File: config.mk
export PLATFORM = sky130hd
export DESIGN_NAME = planning_move_scheduler
export DESIGN_NICKNAME = d
export VERILOG_FILES = /design/src/rtl/planning_move_scheduler.sv
export SDC_FILE = /design/constraint.sdc
export NUM_CORES = 1
export LEC_CHECK = 0
export BUFFER_PORTS_ARGS = -buffer_cell sky130_fd_sc_hd__buf_2
export CAP_MARGIN = 25
export CORE_MARGIN = 1.5
export CORE_UTILIZATION = 54
export CTS_BUF_LIST = sky130_fd_sc_hd__clkbuf_16
export DETAILED_ROUTE_END_ITERATION = 6
export PLACE_DENSITY_LB_ADDON = 0.12
export SYNTH_ARGS = -nofsm -noshare
export SYNTH_HDL_FRONTEND = slang
export SYNTH_SLANG_ARGS = --single-unit
File: constraint.sdc
create_clock -name clk -period 2.5 [get_ports clk]
set_clock_uncertainty 0.2 [all_clocks]
set_input_delay 0.625 -clock clk [delete_from_list [all_inputs] [get_ports clk]]
set_output_delay 0.625 -clock clk [all_outputs]
set_load 0.01 [all_outputs]
File: src/rtl/planning_move_scheduler.sv
// planning_move_scheduler: phase FSM (IDLE/WARMUP/RUN/HALT) with one-grant-per-cycle round-robin mover arbiter; in: clk, rst, end_init, req, dir_*, collision, goal; out: grant, move_dir, phase, error, done, timeout
module planning_move_scheduler #(
  parameter int WARMUP_MIN  = 4,
  parameter int MOVE_BUDGET = 16
) (
  input  logic       clk,
  input  logic       rst,
  input  logic       end_init,
  input  logic [2:0] req,
  input  logic [1:0] dir_robot,
  input  logic [1:0] dir_obs1,
  input  logic [1:0] dir_obs2,
  input  logic       collision,
  input  logic       goal,
  output logic [2:0] grant,
  output logic [1:0] move_dir,
  output logic [1:0] phase,
  output logic       error,
  output logic       done,
  output logic       timeout
);
  typedef enum logic [1:0] {IDLE, WARMUP, RUN, HALT} phase_t;
  localparam int WW = $clog2(WARMUP_MIN + 1);
  localparam logic [WW-1:0] W_MAX = WW'(WARMUP_MIN);
  localparam logic [7:0] B_MAX = 8'(MOVE_BUDGET);
  phase_t r_phase;
  logic [WW-1:0] r_warm_cnt;
  logic [7:0] r_bcnt;
  logic [1:0] r_ptr;
  logic [1:0] r_move_dir;
  logic [2:0] r_grant;
  logic r_error;
  logic r_done;
  logic r_timeout;
  logic [WW-1:0] w_warm_nxt;
  logic w_stop;
  logic w_any;
  logic [2:0] w_elig;
  logic [2:0] w_gnt;
  logic [1:0] w_c1;
  logic [1:0] w_c2;
  logic [1:0] w_win;
  logic [1:0] w_dir;
  always_comb begin
    w_warm_nxt = (r_warm_cnt == W_MAX) ? r_warm_cnt : r_warm_cnt + WW'(1);
    w_stop = (r_phase == RUN) && (collision || goal || r_bcnt == B_MAX);
    w_elig = ((r_phase == RUN && !w_stop) ? 3'b111 : (r_phase == WARMUP) ? 3'b110 : 3'b000) & req & ~r_grant;
    w_c1 = (r_ptr == 2'd2) ? 2'd0 : r_ptr + 2'd1;
    w_c2 = (w_c1 == 2'd2) ? 2'd0 : w_c1 + 2'd1;
    w_any = |w_elig;
    w_win = w_elig[w_c1] ? w_c1 : w_elig[w_c2] ? w_c2 : r_ptr;
    w_gnt = w_any ? 3'b001 << w_win : 3'b000;
    w_dir = !w_any ? 2'b00 : (w_win == 2'd0) ? dir_robot : (w_win == 2'd1) ? dir_obs1 : dir_obs2;
  end
  always_ff @(posedge clk or posedge rst) begin
    if (rst) begin
      r_phase <= IDLE;
      r_warm_cnt <= '0;
      r_bcnt <= '0;
      r_ptr <= 2'd2;
      r_grant <= '0;
      r_move_dir <= '0;
      r_error <= 1'b0;
      r_done <= 1'b0;
      r_timeout <= 1'b0;
    end else begin
      r_grant <= w_gnt;
      r_move_dir <= w_dir;
      if (w_any) r_ptr <= w_win;
      if (w_gnt[0]) r_bcnt <= r_bcnt + 8'd1;
      case (r_phase)
        IDLE: r_phase <= WARMUP;
        WARMUP: begin
          r_warm_cnt <= w_warm_nxt;
          if (end_init && w_warm_nxt == W_MAX) r_phase <= RUN;
        end
        RUN: if (w_stop) begin
          r_phase <= HALT;
          r_error <= collision;
          r_done <= !collision && goal;
          r_timeout <= !collision && !goal;
        end
        default: ;
      endcase
    end
  end
  assign grant = r_grant;
  assign move_dir = r_move_dir;
  assign phase = r_phase;
  assign error = r_error;
  assign done = r_done;
  assign timeout = r_timeout;
endmodule

==> metrics <==
status=finished, final reports clean; ys flop type=dfrtp_1; share of the synthesized area in the top cell type=42.1%; Final #Nets=174; synthesized area=1310 um2; crit-path cells=inv_1 > ha_1 > or3b_1 > a221oi_2 > and4_2 > a221o_1; Yosys reg bits=23; Worst R2R Path Depth=6; post-synthesis mux area share=2.39%; syn nets=143; gr usage total=21.2%; CP startpoint kind=flop; ant diodes=0; asr flop ratio synth=100%; Unique masters post-synth=45; CTS Buf Count=3; most common cell after layout, fill and taps aside=buf_2; final instance area=1570 um2; final worst setup slack=151 ps; clk sinks=23; largest net degree at the start of global routing=24; clock root buffer=clkbuf_16; number of port buffers=23; total number of vias=1,040; Setup WS pre-CTS=80.8 ps; Clock transition at path regs=60 ps; setup TNS=0 ps; sequential area share after synthesis=44.1%; DIE HEIGHT=52.2 um; DIE AREA=2730 um2; crit path capture type=flop; worst r2r src=phase[0]; slowest stage cell on the critical path=or3b_1; postcts setup bufs=0; clk_lat worst skew=250 ps; Top Layer Used=met4; Area contributors post-synth=dfrtp_1 (42%), ha_1 (7.6%), inv_1 (4.0%); unrepaired setup endpoints after global routing=false; Hold Path Class=in2async; crit-path max cell delay=460 ps; initial drt markers=32; biggest area consumer among synthesized cells=dfrtp_1; footprint of the multi-input gates=686 um2; Core Area=2250 um2; fmax=0.426 GHz; Syn. warnings=0; WHS=204 ps; CTS Hold Buffers Added=0; worst endpoint required time=2490 ps; Fin. Hold Viols=0; CP Buf/Inv Count=1; EDFF count, synth=0; fin crit period=2350 ps; Slew @ Worst Pin=621 ps; wire length on met2=1210 um; flop-to-flop setup slack=150 ps; Post-Synth XOR/XNOR Area=5.35%; Worst R2R End=move_dir[0]; Max IR drop VDD=0.000379 V; vias in the first global route=985; # setup viols final=0; largest family of logic cells by synthesized area=simple AND/OR/NAND/NOR gates; dpl cell area=1480 um2; CTS tree=yes; # DRC=0; # Max-Cap Violations=0; Vias per Instance=5.81; Power Dens Cells=485 nW/um2; period utilization=94.0%; Rel. slew slack=58.1%; Worst EP arrival=2340 ps; initial antenna violation count=0; grt ovf=0; met3 WL=153 um; largest fanout on the critical path=8; Synth Area in Compound Gates=15.2%; area added between synthesis and finish=19.8%; DRT met1 WL=1070 um; Avg WL per Cell=13.8 um; Mapped Avg Cell Area=10.8 um2; Ports=24; Synth Area in Adders=7.65%; Fill cells=162; HPWL Detailed=1860 um; Top delay family on crit path=simple AND/OR/NAND/NOR gates; H-tree level count=1; post-route ant nets=0; Leak=0.000748 uW; GPL Wtd Cong=0.826; global-route wire length before repair=4200 um; Slew Viols, Final=0; Routed WL=2470 um; WS Path Type=reg2reg; chip width=52.2 um; Simple-Gate Fraction of Synth Area=21.3%; Gate Count Post-Synth=121; Rows=17; commonest non-fill, non-tap cells in the layout=buf_2 (23), dfrtp_1 (22), inv_1 (14), ha_1 (8), nand2_1 (7); register area=577 um2; Starting Density=58.0%; DR pass1 iterations=4; layout cell share with drive strength beyond 1=31.8%; CTS Buffer Depth=2
-- cell type report --
cell class	count	area share (%)
Inverter	14	3.35
Clock buffer	3	4.79
Multi-Input combinational cell	84	43.7
Sequential cell	23	36.8
Clock inverter	1	0.319
Timing Repair Buffer	26	8.78
Tap cell	28	2.23
-- report_power, final --
group / switching (uW) / leakage [uW] / internal, uW
registers: 2.79 / 0.000289 / 375
logic: 21.8 / 0.000418 / 16.2
clock network: 130 / 0.0000409 / 215
-- what timing repair did --
item                                    4_1_cts  5_1_grt
endpoints found under the setup margin        0        3
gates resized for setup                       0        1
endpoints found under the hold margin         0        0
-- worst max path at each step --
stage / cells after the start / slack (ps) / end / from
3_5_place_dp: 6 / 80 / move_dir[0] / phase[0]
2_1_floorplan: 6 / 300 / move_dir[0] / phase[0]
4_1_cts: 6 / 70 / move_dir[0] / phase[0]
3_3_place_gp: 5 / 190 / move_dir[0] / collision
5_1_grt: 6 / 20 / move_dir[1] / phase[0]
6_report: 6 / 150 / move_dir[0] / phase[0]
-- metrics by stage --
stage               util, %  total power, uW  cells
global placement       65.7              421    175
global route           69.5              795    179
floorplan                 -              402    121
CTS                    69.3              774    179
detailed placement     65.7              422    175
finish                 69.5              760    179
-- metal layers --
layer  global-route usage (%)  up-vias
li1                         -      506
met1                     29.2      494
met2                     31.6       36
met3                     4.57        4
met4                     10.3        0
met5                        0        -
-- synthesized netlist by cell type (all sizes together), types with 5 or more instances --
master / n
dfrtp: 22
a21oi: 5
inv: 14
nor2: 5
nand2: 7
ha: 8
xor2: 5
-- logic make-up after synthesis --
kind of cell,after synthesis
simple gates,41
compound gates,24
flops,23
buf+inv,14
xor+xnor,8
fa+ha+maj,8
mux,3
-- tightest hold or removal path: stages --
cell and delay, ps:
buf_2 90, inv_1 40, buf_4 290
-- registers in the layout, indices dropped and copies added (netlist names) --
signal,flops
phase,2
r_ptr,2
move_dir,2
timeout,1
grant,3
r_bcnt,8
done,1
error,1
r_warm_cnt,3
Power figures use the tool's default switching activity.
